File: src/rtl/fifth_boot_if.sv
// fifth_boot_if: byte stream in, code RAM write port and CPU control out of the boot loader.
interface fifth_boot_if #(parameter int ADDR_W = 13) ();
  logic              rx_valid;
  logic [7:0]        rx_data;
  logic              rx_ready;
  logic              load_req;
  logic              code_we;
  logic [ADDR_W-1:0] code_waddr;
  logic [15:0]       code_wdata;
  logic              cpu_reset_n;
  logic              busy;
  logic              done;
  logic              error;
  modport master (
    output rx_valid, rx_data, load_req,
    input  rx_ready, code_we, code_waddr, code_wdata, cpu_reset_n, busy, done, error
  );
  modport slave (
    input  rx_valid, rx_data, load_req,
    output rx_ready, code_we, code_waddr, code_wdata, cpu_reset_n, busy, done, error
  );
endinterface

File: src/rtl/fifth_boot_loader.sv
// fifth_boot_loader: loads a byte-stream image into code RAM, then releases the CPU reset.
// Define FIFTH_BOOT_CHECKSUM_EN to require a trailing mod-256 checksum byte.
module fifth_boot_loader #(parameter int ADDR_W = 13) (
  input logic clk,
  input logic reset,
  fifth_boot_if.slave bus
);
  typedef enum logic [2:0] {S_CNT_LO, S_CNT_HI, S_DAT_LO, S_DAT_HI, S_CSUM, S_FLUSH, S_RUN, S_ERR} state_t;
  localparam logic [16:0] MAX_WORDS = 17'd1 << ADDR_W;
  state_t state, next_state;
  logic [15:0] n, cnt;
  logic [7:0] lo;
  logic [ADDR_W-1:0] idx;
  logic xfer, last, sum_ok;
  assign xfer = bus.rx_valid & bus.rx_ready;
  assign cnt = {bus.rx_data, n[7:0]};
  assign last = 16'(idx) == n - 16'd1;
`ifdef FIFTH_BOOT_CHECKSUM_EN
  localparam state_t S_TAIL = S_CSUM;
  logic [7:0] sum;
  assign sum_ok = 8'(sum + bus.rx_data) == 8'd0;
  always_ff @(posedge clk or negedge reset)
    if (!reset) sum <= '0;
    else sum <= bus.load_req ? 8'd0 : xfer ? 8'(sum + bus.rx_data) : sum;
`else
  localparam state_t S_TAIL = S_FLUSH;
  assign sum_ok = 1'b1;
`endif
  always_ff @(posedge clk or negedge reset)
    if (!reset) state <= S_CNT_LO;
    else state <= next_state;
  always_comb begin
    next_state = state;
    if (bus.load_req) next_state = S_CNT_LO;
    else if (xfer)
      case (state)
        S_CNT_LO: next_state = S_CNT_HI;
        S_CNT_HI: next_state = ({1'b0, cnt} > MAX_WORDS) ? S_ERR : (cnt == 16'd0) ? S_TAIL : S_DAT_LO;
        S_DAT_LO: next_state = S_DAT_HI;
        S_DAT_HI: next_state = last ? S_TAIL : S_DAT_LO;
        S_CSUM:   next_state = sum_ok ? S_FLUSH : S_ERR;
        default:  next_state = state;
      endcase
    else if (state == S_FLUSH) next_state = S_RUN;
  end
  // Status outputs are registered from the next state so they line up with the state register.
  always_ff @(posedge clk or negedge reset)
    if (!reset) begin
      bus.rx_ready    <= 1'b1;
      bus.busy        <= 1'b1;
      bus.cpu_reset_n <= 1'b0;
      bus.done        <= 1'b0;
      bus.error       <= 1'b0;
    end else begin
      bus.rx_ready    <= next_state inside {S_CNT_LO, S_CNT_HI, S_DAT_LO, S_DAT_HI, S_CSUM};
      bus.busy        <= next_state inside {S_CNT_LO, S_CNT_HI, S_DAT_LO, S_DAT_HI, S_CSUM, S_FLUSH};
      bus.cpu_reset_n <= next_state == S_RUN;
      bus.done        <= next_state == S_RUN;
      bus.error       <= next_state == S_ERR;
    end
  always_ff @(posedge clk or negedge reset)
    if (!reset) begin
      n              <= '0;
      lo             <= '0;
      idx            <= '0;
      bus.code_we    <= 1'b0;
      bus.code_waddr <= '0;
      bus.code_wdata <= '0;
    end else begin
      bus.code_we <= !bus.load_req && xfer && state == S_DAT_HI;
      if (bus.load_req) idx <= '0;
      else if (xfer) begin
        if (state == S_CNT_LO) n[7:0] <= bus.rx_data;
        if (state == S_CNT_HI) n[15:8] <= bus.rx_data;
        if (state == S_DAT_LO) lo <= bus.rx_data;
        if (state == S_DAT_HI) begin
          bus.code_waddr <= idx;
          bus.code_wdata <= {bus.rx_data, lo};
          idx            <= idx + 1'b1;
        end
      end
    end
endmodule
File: src/flat_wrapper.sv
// flat-port wrapper written by rule: the top's interface ports become plain ports
module fifth_boot_loader_flat 
#(parameter int ADDR_W = 13)
  (clk, reset, bus_rx_valid, bus_rx_data, bus_load_req, bus_rx_ready, bus_code_we, bus_code_waddr, bus_code_wdata, bus_cpu_reset_n, bus_busy, bus_done, bus_error);
  fifth_boot_if #(.ADDR_W(ADDR_W)) bus_i ();
  input logic clk;
  input logic reset;
  input wire logic [$bits(bus_i.rx_valid)-1:0] bus_rx_valid;
  input wire logic [$bits(bus_i.rx_data)-1:0] bus_rx_data;
  input wire logic [$bits(bus_i.load_req)-1:0] bus_load_req;
  output wire logic [$bits(bus_i.rx_ready)-1:0] bus_rx_ready;
  output wire logic [$bits(bus_i.code_we)-1:0] bus_code_we;
  output wire logic [$bits(bus_i.code_waddr)-1:0] bus_code_waddr;
  output wire logic [$bits(bus_i.code_wdata)-1:0] bus_code_wdata;
  output wire logic [$bits(bus_i.cpu_reset_n)-1:0] bus_cpu_reset_n;
  output wire logic [$bits(bus_i.busy)-1:0] bus_busy;
  output wire logic [$bits(bus_i.done)-1:0] bus_done;
  output wire logic [$bits(bus_i.error)-1:0] bus_error;
  assign bus_i.rx_valid = bus_rx_valid;
  assign bus_i.rx_data = bus_rx_data;
  assign bus_i.load_req = bus_load_req;
  assign bus_rx_ready = bus_i.rx_ready;
  assign bus_code_we = bus_i.code_we;
  assign bus_code_waddr = bus_i.code_waddr;
  assign bus_code_wdata = bus_i.code_wdata;
  assign bus_cpu_reset_n = bus_i.cpu_reset_n;
  assign bus_busy = bus_i.busy;
  assign bus_done = bus_i.done;
  assign bus_error = bus_i.error;
  fifth_boot_loader #(.ADDR_W(ADDR_W)) u_core (.clk(clk), .reset(reset), .bus(bus_i));
endmodule
File: config.mk
export PLATFORM = sky130hd
export DESIGN_NAME = fifth_boot_loader_flat
export DESIGN_NICKNAME = d
export VERILOG_FILES = /design/src/rtl/fifth_boot_if.sv /design/src/rtl/fifth_boot_loader.sv /design/src/flat_wrapper.sv
export SDC_FILE = /design/constraint.sdc
export NUM_CORES = 1
export LEC_CHECK = 0
export BUFFER_PORTS_ARGS = -buffer_cell sky130_fd_sc_hd__buf_2
export CORE_ASPECT_RATIO = 0.9
export CORE_UTILIZATION = 45
export CTS_CLUSTER_DIAMETER = 30
export DETAILED_ROUTE_END_ITERATION = 7
export PLACE_DENSITY = 0.67
export SYNTH_ARGS = -nofsm -noshare
export SYNTH_HDL_FRONTEND = slang
export SYNTH_SLANG_ARGS = --single-unit
File: constraint.sdc
create_clock -name clk -period 3.13 [get_ports clk]
set_clock_uncertainty 0.15 [all_clocks]
set_input_delay 0.4695 -clock clk [delete_from_list [all_inputs] [get_ports clk]]
set_output_delay 0.4695 -clock clk [all_outputs]
set_load 0.02 [all_outputs]
==> results.toml, run 1 <==
[synthesis]
yosysSeqAreaShare = 0.516
synth.avg_cell_area_sq_um = 11.6
synth_warnings = 0
yosys-top-cells-area = "dfrtp_1, mux2_2, xor2_1"
synth_ff_type = "dfrtp_1"
synth_edf_count = 0
synth_common_cells = "dfrtp_1, mux2_2, nor2_1"
ys_types = 59
synth.most_common_cell = "dfrtp_1"
synth-seq-cells = 74
synth_nets = 325
synth_area_sq_um = 3590
synth_top_area_cell = "dfrtp_1"
yosysTopAreaCellShare = 0.501
synthCells = 311
synthArstFlopShare = 1.00

[detailed_routing]
avgRoutedWirePerCell_um = 15.9
drt-pass1-iter-count = 4
drt_iter0_drc = 177
postRouteAntennaNets = 0
route.detailed.drc = 0
drt-total-wl_um = 7550
vias = 2651
vias_per_cell = 5.58

[place]
port_buffers = 46
place_area_sq_um = 4020
detailed_place_hpwl_um = 5390
gp_congestion = 0.899

[cells_and_area]
antenna_cells = 0
nNetsFinal = 388
syn_to_final_growth_pct = 20.3
stdcell_area_sq_um = 4330
final_core_util = 0.568
drive_gt1_frac = 0.401

[cts]
cts_tree = "done"
cts_htree_levels = 3
ctsHoldBuffers = 0
clk_latency_ns = 0.35
tritoncts.num_buffers = 9
path_clk_slew_ns = 0.08
ctsRootBufferMaster = "clkbuf_8"
clock_path_buffers = 2
clock-sinks = 74

[power]
power.total_uw = 2990
power_leakage_uw = 0.00205
power.density_nw_per_um2 = 691
vdd_drop_max_mv = 0.351

[die]
core_area_sq_um = 7620
die_area_sq_um = 8350
initial_core_util = 0.472
die_y_um = 86.8
die_x_um = 96.2
placement_rows = 30
ios = 47

[critical_path]
timing.rr.start = "u_core.n[6]"
cpPeakStageDelay_ns = 0.55
worstSetupStartpointType = "flop"
reg2reg_slack_ns = 0.03
cp.arrival_ns = 3.16
cpMostUsedCell = "or4_4"
critPathSlowestCell = "or4_4"
worstPathRequired_ns = 3.19
critPathMaxFanout = 3
ff2ff_path_depth = 8
path_cells = "or4_4 -> o32ai_2 -> nand4_1 -> or4b_4 -> or4_4 -> o41a_1 -> inv_1 -> nor3_1"
r2r_end = "u_core.bus.cpu_reset_n"
end_kind = "flop"
worst-setup-path-type = "flop to flop"

[timing]
grt_setup_unrepaired = "yes"
holdWs_ns = 0.0224
hold_violations = 0
setup_violations = 0
tns_ns = 0
period_share = 0.990
fin_crit_ns = 3.10
worstMarginPinSlew_ns = 0.749
slew_viol_final = 0
slew_headroom = 0.501
fmax_mhz = 323

[global_routing]
grt_antenna_before_repair = 0
grt_pass1_vias = 2539
track_usage = 0.201
grt_max_degree = 43
grt_pass1_wl_um = 12600
overflow = 0

[outcome]
status = "finished clean"

[hold_path]
hp-class = "input pin to asynchronous set/reset pin"

[job]
maxCapViolations = 0
timing repair:
action | in CTS | in global routing
pin swaps | 1 | 1
buffers inserted | 0 | 3
gates resized for setup | 1 | 4
endpoints found under the setup margin | 4 | 5
where the power goes:
part	internal, uW	switching [uW]	total [uW]
logic	393	407	800
registers	1130	145	1270
clock network	574	343	916
total	2090	895	2990
cell usage in the layout, fill, tap and decap left out, drive strengths merged, types with 4 or more instances in the layout:
cell type   n
clkbuf     12
nand2b      4
nor2       26
o21ai       9
inv         7
xnor2       9
dfrtp      72
nor3       13
or3         4
a21oi       5
nor4        5
mux2       51
nand3       4
nand4       9
buf        68
nand2      14
xor2       13
registers in the layout (all words and copies together), names as in the netlist:
signal and flops:
u_core.state 3, u_core.bus.code_waddr 13, u_core.bus.code_we 1, u_core.n 16
u_core.bus.code_wdata 16, u_core.bus.cpu_reset_n 1, u_core.idx 13, u_core.lo 8
u_core.bus.error 1, u_core.bus.rx_ready 1, u_core.bus.busy 1
final cells by class:
type                            instances  area [sq um]
Clock buffer                           12           155
Timing Repair Buffer                   68           408
Clock inverter                          4          97.6
Fill cell                             681          3290
Sequential cell                        74          1850
Multi-Input combinational cell        214          1660
Inverter                                7          26.3
Tap cell                               96           120
critical path, delay by kind of cell, from the launching register on:
family	cells	cell delay, ns
AO/OA/AOI/OAI	2	0.63
AND/OR/NAND/NOR	5	1.71
flip-flops	1	0.39
buffers and inverters	1	0.09
stage by stage:
| stage | instances | setup WS, ns |
|---|---|---|
| global placement | 456 | 0.00999 |
| finish | 475 | 0.0308 |
| CTS | 472 | 0.0387 |
| detailed placement | 456 | -0.0981 |
| floorplan | 311 | -0.0284 |
| global route | 475 | -0.0851 |
metal layers:
layer / vias up / global-route usage / routed length [um]
li1: 1250 / - / -
met1: 1343 / 0.274 / 3540
met2: 47 / 0.315 / 3620
met3: 11 / 0.0474 / 292
met4: 0 / 0.0665 / 95
met5: - / 0 / 0
logic make-up (layout without fill, tap and decap cells):
group / count (synthesis) / after routing / synth area share
adder cells (fa/ha/maj): 2 / 2 / 0.00696
AND/OR/NAND/NOR: 100 / 100 / 0.155
buffers and inverters: 23 / 91 / 0.0303
AO/OA/AOI/OAI: 37 / 37 / 0.0734
multiplexers: 53 / 53 / 0.165
flip-flops: 74 / 74 / 0.516
XOR/XNOR: 22 / 22 / 0.0536
worst max path at each step:
stage | slack, ns | depth (start not counted) | startpoint | endpoint
5_1_grt | -0.09 | 10 | u_core.n[0] | u_core.bus.cpu_reset_n
3_3_place_gp | 0.01 | 10 | u_core.n[0] | u_core.bus.cpu_reset_n
4_1_cts | 0.04 | 8 | u_core.n[4] | u_core.bus.cpu_reset_n
3_5_place_dp | -0.1 | 10 | u_core.n[1] | u_core.bus.cpu_reset_n
2_1_floorplan | -0.03 | 10 | u_core.n[2] | u_core.bus.cpu_reset_n
6_report | 0.03 | 8 | u_core.n[6] | u_core.bus.cpu_reset_n
No activity file was read; power rests on OpenSTA's default activity.
==> run 2: changes to the inputs <==
--- a/config.mk
+++ b/config.mk
@@ -7,6 +7,7 @@
 export LEC_CHECK = 0
 export BUFFER_PORTS_ARGS = -buffer_cell sky130_fd_sc_hd__buf_2
 export CORE_ASPECT_RATIO = 0.9
+export CORE_MARGIN = 4
 export CORE_UTILIZATION = 45
 export CTS_CLUSTER_DIAMETER = 30
 export DETAILED_ROUTE_END_ITERATION = 7
==> run 2 against run 1 <==
Utilization shrank 0.77 points. Non-clock buffer count is the same. Sequential cell count is the same. Register-to-register slack gained 0.03 ns. Critical endpoint unchanged. Highest routed layer unchanged.
==> results.toml, run 2 (synthesis gave the netlist of run 1 again) <==
[timing]
worstMarginPinSlew_ns = 0.510
period_share = 0.982
grt_setup_unrepaired = "yes"
fin_crit_ns = 3.07
hold_violations = 0
setup_violations = 0
fmax_mhz = 325
slew_viol_final = 0
tns_ns = 0
slew_headroom = 0.660

[critical_path]
reg2reg_slack_ns = 0.06
worstSetupStartpointType = "flop"
worst-setup-path-type = "flop to flop"
r2r_end = "u_core.bus.cpu_reset_n"
cp.arrival_ns = 3.14
critPathSlowestCell = "or4b_4"
worstPathRequired_ns = 3.19
cpMostUsedCell = "or4_4"
critPathMaxFanout = 3
cp.depth = 8
worstSetupStartpoint = "u_core.n[6]"
timing.rr.start = "u_core.n[6]"
ff2ff_path_depth = 8
end_kind = "flop"
path_buf_inv = 1
cp-endpoint = "u_core.bus.cpu_reset_n"
cpPeakStageDelay_ns = 0.55
crit_family = "simple AND/OR/NAND/NOR gates"
path_cells = "or4_4 -> o32ai_2 -> nand4_1 -> or4b_4 -> or4_4 -> o41a_1 -> inv_1 -> nor3_1"

[place]
detailed_place_hpwl_um = 5530
port_buffers = 46
placed_cells = 455
place_area_sq_um = 4000
gp_congestion = 0.903

[cells_and_area]
drive_gt1_frac = 0.404
antenna_cells = 0
final_core_util = 0.560
n_fill_cell = 683
stdcell_area_sq_um = 4290
layout_commonest_cell = "dfrtp_1"
nNetsFinal = 388
reg_top3 = "u_core.bus.code_wdata: 16 flops, u_core.n: 16 flops"
syn_to_final_growth_pct = 19.3
instances_no_fill = 475
final_cell_mix = "dfrtp_1, mux2_2, buf_2"

[die]
initial_core_util = 0.469
die_y_um = 92.8
die_x_um = 102
core_area_sq_um = 7660
ios = 47
die_area_sq_um = 9480
placement_rows = 30

[outcome]
status = "finished clean"

[detailed_routing]
met3_length_um = 330
vias = 2605
route.detailed.drc = 0
vias_per_cell = 5.48
postRouteAntennaNets = 0
maxUsedRoutingLayer = "met4"
drt-total-wl_um = 7590
wl_met2_um = 3560
met1_length_um = 3600
avgRoutedWirePerCell_um = 16.0
drt_iter0_drc = 83
drt-pass1-iter-count = 4

[global_routing]
overflow = 0
grt_pass1_wl_um = 13000
grt_max_degree = 28
track_usage = 0.175
grt_pass1_vias = 2633
grt_antenna_before_repair = 0

[cts]
cts_tree = "done"
clock-sinks = 74
clock_path_buffers = 2
clk_latency_ns = 0.34
ctsRootBufferMaster = "clkbuf_8"
path_clk_slew_ns = 0.08
cts_htree_levels = 3
tritoncts.num_buffers = 9

[job]
maxCapViolations = 0

[power]
power.density_nw_per_um2 = 666
vdd_drop_max_mv = 0.317
power_leakage_uw = 0.00203

[hold_path]
hp-class = "input pin to flop"
run 2: area by class of cell:
class                           count  area, sq um  area share
Clock buffer                       11          151      0.0353
Clock inverter                      5         60.1      0.0140
Inverter                            7         26.3     0.00613
Multi-Input combinational cell    214         1680       0.391
Sequential cell                    74         1850       0.432
Tap cell                           96          120      0.0280
Timing Repair Buffer               68          398      0.0928
run 2: per-layer routing:
layer  track usage  vias to the layer above
met4        0.0557                        0
met3        0.0384                       12
li1              -                     1249
met1         0.235                     1285
met5             0                        -
met2         0.280                       59
run 2: through the flow:
step | hold slack, ns | total power, uW | worst slack (ns)
after floorplan | 0.0239 | 1800 | -0.0284
after global placement | 0.302 | 2020 | 0.0185
after detailed placement | 0.311 | 2040 | -0.0177
after global routing | 0.262 | 3030 | -0.0525
after CTS | 0.257 | 2820 | 0.0241
final | 0.268 | 2850 | 0.0575
run 2: worst min-delay path by stage:
stage	from	endpoint	slack, ns	cells past startpoint
floorplan	reset	u_core.bus.code_waddr[0]	0.02	0
global placement	reset	u_core.bus.code_wdata[6]	0.30	1
detailed placement	reset	u_core.bus.code_wdata[6]	0.31	1
CTS	bus_rx_data[2]	u_core.lo[2]	0.26	2
global route	bus_rx_data[2]	u_core.n[2]	0.26	2
finish	bus_rx_data[2]	u_core.lo[2]	0.27	2
run 2: repair_timing:
item,in CTS,in global routing
gates resized for setup,0,8
endpoints found under the setup margin,3,6
pin swaps,1,1
buffers inserted,0,3
endpoints found under the hold margin,21,0
hold buffers,1,0
run 2: report_power, final:
group	internal, uW	total (uW)	leakage (uW)	switching, uW
registers	1130	1260	0.000975	136
clock network	416	778	0.000106	362
logic	390	813	0.000948	423
